### src/rtl/display_queue.sv
// Display FIFO between the CPU output-write path and the 7-segment decoder.
// Each popped value is shown for at least DWELL cycles; the last one stays up once drained.
module display_queue #(
    parameter int unsigned DEPTH = 8,
    parameter int unsigned DWELL = 50000000,
    parameter int unsigned CW    = $clog2(DEPTH + 1)
) (
    input  logic          clk,
    input  logic          reset,
    input  logic          we,
    input  logic [3:0]    wdata,
    input  logic          clr,
    output logic [3:0]    number,
    output logic          valid,
    output logic          full,
    output logic [CW-1:0] count,
    output logic          overflow
);

    localparam int unsigned PW = (DEPTH > 1) ? $clog2(DEPTH) : 1;
    localparam int unsigned DW = (DWELL > 1) ? $clog2(DWELL) : 1;
    localparam logic [CW-1:0] DepthC   = CW'(DEPTH);
    localparam logic [DW-1:0] DwellMax = DW'(DWELL - 1);

    typedef enum logic [1:0] {StIdle, StShow, StHold} state_e;

    state_e        state_q, state_d;
    logic [DW-1:0] dwell_q, dwell_d;
    logic [3:0]    number_q, number_d;
    logic          valid_q, valid_d;
    logic          full_q, full_d;
    logic [CW-1:0] count_q, count_d;
    logic          ovf_q, ovf_d;
    logic [PW-1:0] rd_ptr_q, rd_ptr_d;
    logic [PW-1:0] wr_ptr_q, wr_ptr_d;
    logic [3:0]    mem_q [DEPTH];

    logic pop;
    logic push;
    logic dwell_done;

    assign dwell_done = (dwell_q == DwellMax);

    always_comb begin
        state_d  = state_q;
        dwell_d  = dwell_q;
        number_d = number_q;
        valid_d  = valid_q;
        count_d  = count_q;
        ovf_d    = ovf_q;
        rd_ptr_d = rd_ptr_q;
        wr_ptr_d = wr_ptr_q;
        pop      = 1'b0;
        push     = 1'b0;

        if (clr) begin
            state_d  = StIdle;
            dwell_d  = '0;
            number_d = '0;
            valid_d  = 1'b0;
            count_d  = '0;
            ovf_d    = 1'b0;
            rd_ptr_d = '0;
            wr_ptr_d = '0;
        end else begin
            unique case (state_q)
                StIdle, StHold: pop = (count_q != '0);
                StShow:         pop = (count_q != '0) && dwell_done;
                default:        pop = 1'b0;
            endcase

            // A pop frees a slot in the same cycle, so a full queue can still accept.
            push = we && ((count_q != DepthC) || pop);

            if (pop) begin
                number_d = mem_q[rd_ptr_q];
                valid_d  = 1'b1;
                dwell_d  = '0;
                state_d  = StShow;
                rd_ptr_d = rd_ptr_q + PW'(1);
            end else if (state_q == StShow) begin
                if (dwell_done) begin
                    state_d = StHold;
                end else begin
                    dwell_d = dwell_q + DW'(1);
                end
            end

            if (push) begin
                wr_ptr_d = wr_ptr_q + PW'(1);
            end
            if (we && !push) begin
                ovf_d = 1'b1;
            end

            count_d = count_q + CW'(push) - CW'(pop);
        end

        full_d = (count_d == DepthC);
    end

    always_ff @(posedge clk or negedge reset) begin
        if (!reset) begin
            state_q  <= StIdle;
            dwell_q  <= '0;
            number_q <= '0;
            valid_q  <= 1'b0;
            full_q   <= 1'b0;
            count_q  <= '0;
            ovf_q    <= 1'b0;
            rd_ptr_q <= '0;
            wr_ptr_q <= '0;
        end else begin
            state_q  <= state_d;
            dwell_q  <= dwell_d;
            number_q <= number_d;
            valid_q  <= valid_d;
            full_q   <= full_d;
            count_q  <= count_d;
            ovf_q    <= ovf_d;
            rd_ptr_q <= rd_ptr_d;
            wr_ptr_q <= wr_ptr_d;
        end
    end

    // Storage needs no reset: occupancy alone decides which entries are live.
    always_ff @(posedge clk) begin
        if (push) begin
            mem_q[wr_ptr_q] <= wdata;
        end
    end

    assign number   = number_q;
    assign valid    = valid_q;
    assign full     = full_q;
    assign count    = count_q;
    assign overflow = ovf_q;

endmodule

### config.mk
export PLATFORM = sky130hd
export DESIGN_NAME = display_queue
export DESIGN_NICKNAME = d
export VERILOG_FILES = /design/src/rtl/display_queue.sv
export SDC_FILE = /design/constraint.sdc
export NUM_CORES = 1
export LEC_CHECK = 0
export ABC_AREA = 0
export CAP_MARGIN = 10
export CORE_MARGIN = 2
export CORE_UTILIZATION = 53
export CTS_CLUSTER_DIAMETER = 150
export DETAILED_ROUTE_END_ITERATION = 6
export MAX_ROUTING_LAYER = met4
export PLACE_DENSITY = 0.72
export REMOVE_ABC_BUFFERS = 1
export SYNTH_ARGS = -nofsm -noshare
export SYNTH_HDL_FRONTEND = slang
export SYNTH_SLANG_ARGS = --single-unit
### constraint.sdc
create_clock -name clk -period 3.9 [get_ports clk]
set_input_delay 1.17 -clock clk [delete_from_list [all_inputs] [get_ports clk]]
set_output_delay 1.17 -clock clk [all_outputs]
set_load 0.05 [all_outputs]
# Word-level counts from Yosys, hierarchy flattened
# Memory sizes are Yosys's and may differ from the RTL's.
# Cells that the tools add are included.
# word_totals
ram_bits	32
in_bits	8
latch_bits	0
out_inout_bits	11
word_cells	60
memories	1
rom_bits	0
regBits	45
# mem_list
memory	depth	width	read_ports	rd_clocked_by_memory_dff	write_ports	line	rtl
mem_q	8	4	1	0	1	36	logic [3:0] mem_q [DEPTH];
# classes
n_mul	0
n_lt_le_gt_ge	0
n_mux	24
shift	0
reduce_logical	15
div_mod_pow	0
n_eq_ne	6
n_bitwise	0
n_addsub	5
# ops
op	n
26-bit 2-to-1 mux	4
26-bit by 1-bit adder with 26-bit output (second input constant)	1
26-bit equality test (second input constant)	1
3-bit 2-to-1 mux	4
4-bit 2-to-1 mux	3
1-bit 2-to-1 mux	8
2-bit 2-to-1 mux	4
3-bit by 1-bit adder with 3-bit output (second input constant)	2
2-bit nonzero test	3
3-bit nonzero test	2
4-bit by 1-bit adder with 4-bit output	1
4-bit equality test (second input constant)	1
4-bit inequality test (second input constant)	1
2-bit AND reduction	2
4-bit nonzero test	1
4-bit by 1-bit subtractor with 4-bit output	1
1-bit logical AND	3
3-bit by 2-bit inequality test with 1-bit output (second input constant)	1
2-bit by 1-bit equality test with 1-bit output (second input constant)	1
2-bit equality test (second input constant)	1
2-bit logical NOT	1
1-bit one-hot mux with 2 select lines	1
2-bit OR reduction	1
1-bit logical NOT	1
1-bit logical OR	1

# Logic depth before layout (Yosys ltp)
# depth
depth_word	10
ltp_mapped	14

# Least setup slack after synthesis
# Ideal clock, no wire load.
# synth_timing
kind	flip-flop to flip-flop
from	register count_q[2] (netlist: count[2])
to	register full_q (netlist: full)
t_arrival_ps	2838
stages_incl_launch_ff	12
path_slack_ps	957
required_time_ps	3795
setup_ps	105
path_buffers	0
cell_sequence	dfrtp_1 -> inv_1 -> ha_1 -> or3b_2 -> and2_2 -> nand2b_1 -> o21ai_0 -> ha_1 -> fa_1 -> xnor2_1 -> nor2_1 -> nor4b_1
# synth_via
elab_chain_cells	10
# synth_lines
item	line	rtl
from (decl)	32	logic [CW-1:0] count_q, count_d;
from (signal assigned)	119	count_q <= count_d;
4-bit nonzero test	67, 68	
1-bit logical AND	68	StShow: pop = (count_q != '0) && dwell_done;
1-bit one-hot mux with 2 select lines	66	unique case (state_q)
1-bit 2-to-1 mux	56	if (clr) begin
1-bit logical OR	73	push = we && ((count_q != DepthC) || pop);
1-bit logical AND	73	
4-bit by 1-bit adder with 4-bit output	96	count_d = count_q + CW'(push) - CW'(pop);
4-bit by 1-bit subtractor with 4-bit output *	96	
4-bit 2-to-1 mux *	56	
via count_d[2]	32	
4-bit equality test *	99	full_d = (count_d == DepthC);
via full_d	31	logic full_q, full_d;
to (signal assigned)	118	full_q <= full_d;
to (decl)	31	
# The timed path passes the listed nets; every way through them passes the cells marked *. The select of a mux whose other input is x is not followed.
# A chain may end at the register's enable or synchronous reset.

# Worst setup path after layout
# layout_timing
from	register dwell_q[0]
to	register full_q (netlist: full)
# layout_via
elab_chain_cells	10
# layout_lines
item	line	rtl
from (decl)	28	logic [DW-1:0] dwell_q, dwell_d;
from (signal assigned)	115	dwell_q <= dwell_d;
26-bit equality test *	42	assign dwell_done = (dwell_q == DwellMax);
1-bit logical AND *	68	
1-bit one-hot mux with 2 select lines *	66	
1-bit 2-to-1 mux *	56	
1-bit logical OR	73	
1-bit logical AND	73	
4-bit by 1-bit adder with 4-bit output	96	
4-bit by 1-bit subtractor with 4-bit output *	96	
4-bit 2-to-1 mux *	56	
via count_d[1]	32	
4-bit equality test *	99	
via full_d	31	
# Marks and branches as above.

==> summary.md <==
| Metric | Value |
|---|---|
| Outcome | finished, final reports clean |
| Final ANT Viol Nets | 0 |
| Clk pwr share | 25.4% |
| Design area | 0.00406 mm^2 |
| Logic pwr share | 33.4% |
| Largest net degree at the start of global routing | 46 |
| Gpl congestion | 0.893 |
| Setup repair bufs after CTS | 0 |
| Hold WS | 0.506 ns |
| Final wirelength | 6.78 mm |
| Vias/cell | 5.77 |
| Crit-path max FO | 13 |
| Max capacitance violation total | 0 |
| Worst path required time | 4.15 ns |
| WL per Instance | 16.5 um |
| DR iter-0 viols | 77 |
| CP arrival | 3.64 ns |
| Synth unique cells | 50 |
| Depth of the worst register-to-register path | 11 |
| ANT cells | 0 |
| Worst-path clk slew | 0.08 ns |
| Final setup vio count | 0 |
| Worst hold path class | flip-flop to flip-flop |
| Reg2reg setup slack | 0.50 ns |
| Total negative slack | 0 ns |
| RSZ-0062 raised after global routing | no |
| Die X | 86.8 um |
| PwrDens | 608 mW/mm^2 |
| 1st-pass router iterations | 4 |
| Core area | 0.00672 mm^2 |
| Net Sw Frac | 36.8% |
| Tcrit/Tclk final | 87.1% |
| Resized cells post-CTS | 0 |
| Hpwl dp | 4.71 mm |
| GRT Residual Overflow | 0 |
| Nets@finish | 342 |
| DRC | 0 |
| GRT Util Overall | 21.0% |
| Clock tree buffer depth | 2 |
| Share of cells above drive strength 1 | 11.2% |
| First-pass GRT wire length | 11.7 mm |
| Htree depth | 3 |
| Clock sink count | 77 |
| # fillers | 532 |
| Hold path startpoint | overflow |
| Vias in the first global route | 2444 |
| Cell Area, Synth | 0.00363 mm^2 |
| Leak pwr | 1.48 nW |
| Cells after synthesis | 306 |
| Placement Cell Area | 0.00385 mm^2 |
| IO Pins | 19 |
| Critical path class | flip-flop to flip-flop |
| Internal power | 1.56 mW |
| Core Rows | 30 |
| Total number of vias | 2365 |
| Port buffer count | 18 |
| Fmax | 0.295 GHz |
| # hold bufs at CTS | 0 |
| Worst hold path depth | 2 |
| Sequential share of power | 41.2% |
| Reg-to-Reg Start | dwell_q[0] |
| Sw Pwr | 0.909 mW |
| Hold Path Sink | overflow |
| Final worst slack | 0.505 ns |
| Starting Density | 54.0% |
| Post-synthesis sequential area ratio | 57.5% |
| TritonCTS clock tree | yes |
| Average footprint of a synthesized cell | 11.9 um^2 |
| Worst r2r dst | full |
| Critical path startpoint category | flip-flop |
| Setup crit start | dwell_q[0] |
| Warnings from Yosys | 0 |
| FF+latch count, synth | 77 |
| Full die area | 0.00753 mm^2 |
| CP Capture Type | flip-flop |
| Cts bufs inserted | 9 |
| Initial antenna violation count | 0 |
| Slew headroom | 33.1% |
| Worst slack, placed | 0.518 ns |
| Worst vdd ir | 0.000315 V |
| Final Hold Vio Count | 0 |
| Clk_lat worst skew | 0.36 ns |
| Worst clock skew | 0.00618 ns |
| Period minus WS final | 3.40 ns |
| Root buf cell | clkbuf_8 |
| Area growth from synthesis to layout | 11.8% |
| Worst-Margin Slew | 1.00 ns |
| Die Y | 86.8 um |
| Max-slew violations | 0 |
-- layer usage --
metal | GRT usage (%) | wire, um
met3 | 3.52 | 192
met5 | - | 0
met4 | 10.2 | 167
met2 | 32.7 | 3290
met1 | 27.0 | 3120
-- sequential cells by signal, indices dropped and copies added, names as in the netlist --
| register | cells |
|---|---|
| count | 4 |
| valid | 1 |
| mem_q | 32 |
| wr_ptr_q | 3 |
| rd_ptr_q | 3 |
| state_q | 2 |
| full | 1 |
| overflow | 1 |
| number | 4 |
| dwell_q | 26 |
-- critical path, stage by stage (launching register included) --
cell and delay [ns]:
dfrtp_1 0.39, ha_1 0.21, nand2_1 0.09, or2_1 0.36
o31ai_1 0.49, and2_2 0.38, nand2b_1 0.16, o21ai_0 0.11
ha_1 0.21, fa_1 0.41, nor2b_1 0.16, nor4b_1 0.30
-- power by group through the flow --
stage,combinational (mW),sequential (mW),clock [mW]
floorplan,0.436,1.17,0
global placement,0.807,1.04,0
detailed placement,0.830,1.04,0
CTS,0.832,1.02,0.635
global route,0.910,1.03,0.666
finish,0.824,1.02,0.627
-- area by class of cell --
cell class | instances | area [um^2] | share of cell area (%)
tap | 80 | 100 | 2.47
inverter | 9 | 33.8 | 0.832
sequential | 77 | 2090 | 51.4
clock inverter | 7 | 81.3 | 2.00
multi-input combinational | 208 | 1440 | 35.5
timing repair buffer | 20 | 190 | 4.69
clock buffer | 9 | 124 | 3.05
-- synthesized netlist by cell type, drive strengths merged --
master,count,area [um^2]
a31oi,1,6.26
o31ai,4,30.0
o21ai,9,45.0
edfxtp,32,961
nor4,1,6.26
dfrtp,45,1130
or4,5,43.8
a21o,2,15.0
clkbuf,5,18.8
nand4b,1,8.76
nand2,19,71.3
nor4bb,1,10.0
and4,2,17.5
and2,2,13.8
nand4,5,31.3
o221a,1,11.3
inv,9,33.8
nor4b,4,35.0
ha,8,100
or3b,1,8.76
nand3,12,60.1
nand2b,5,31.3
nor2b,3,18.8
nor2,41,154
a32o,1,10.0
xnor2,11,96.3
buf,7,47.6
nand3b,1,7.51
a211oi,5,37.5
and3,4,25.0
nor3b,2,15.0
mux2i,5,50.1
fa,1,20.0
a221oi,1,8.76
or3,7,46.3
mux4,8,180
xor2,8,70.1
and4bb,1,12.5
nor3,7,35.0
a21oi,16,91.3
or2,3,18.8
-- worst max-delay path by stage --
stage,cells after the start,slack (ns),to
after floorplan,11,0.90,full
after global placement,5,0.67,mem_q[0][3]
after detailed placement,8,0.52,full
after CTS,11,0.49,full
after global routing,11,0.19,full
final,11,0.50,full
-- metrics by stage --
stage	std cells	utilization (%)	power, mW
after floorplan	294	-	1.61
after global placement	394	57.4	1.85
after detailed placement	394	57.4	1.87
after CTS	410	60.4	2.49
after global routing	410	60.4	2.61
final	410	60.4	2.47
-- cell families after synthesis --
kind of cell | synth area share (%)
buffers and inverters | 2.76
AOI/OAI and AO/OA | 7.03
adders and majority gates | 3.31
and+or+nand+nor | 18.5
DFF | 57.5
xor gates and xnor gates | 4.58
muxes | 6.34
-- placed cells by master (no fill, tap or decap), drive strengths merged, types with 2 or more instances in the layout --
cell	count
a211oi	5
a21o	2
a21oi	16
and2	2
and3	4
and4	2
buf	3
clkbuf	9
clkdlybuf4s50	17
clkinv	3
dfrtp	45
edfxtp	32
ha	8
inv	12
mux2i	5
mux4	8
nand2	19
nand2b	5
nand3	12
nand4	5
nor2	41
nor2b	3
nor3	7
nor3b	2
nor4b	4
o21ai	9
o31ai	4
or2	3
or3	7
or4	5
xnor2	11
xor2	8
Power figures use the tool's default switching activity.
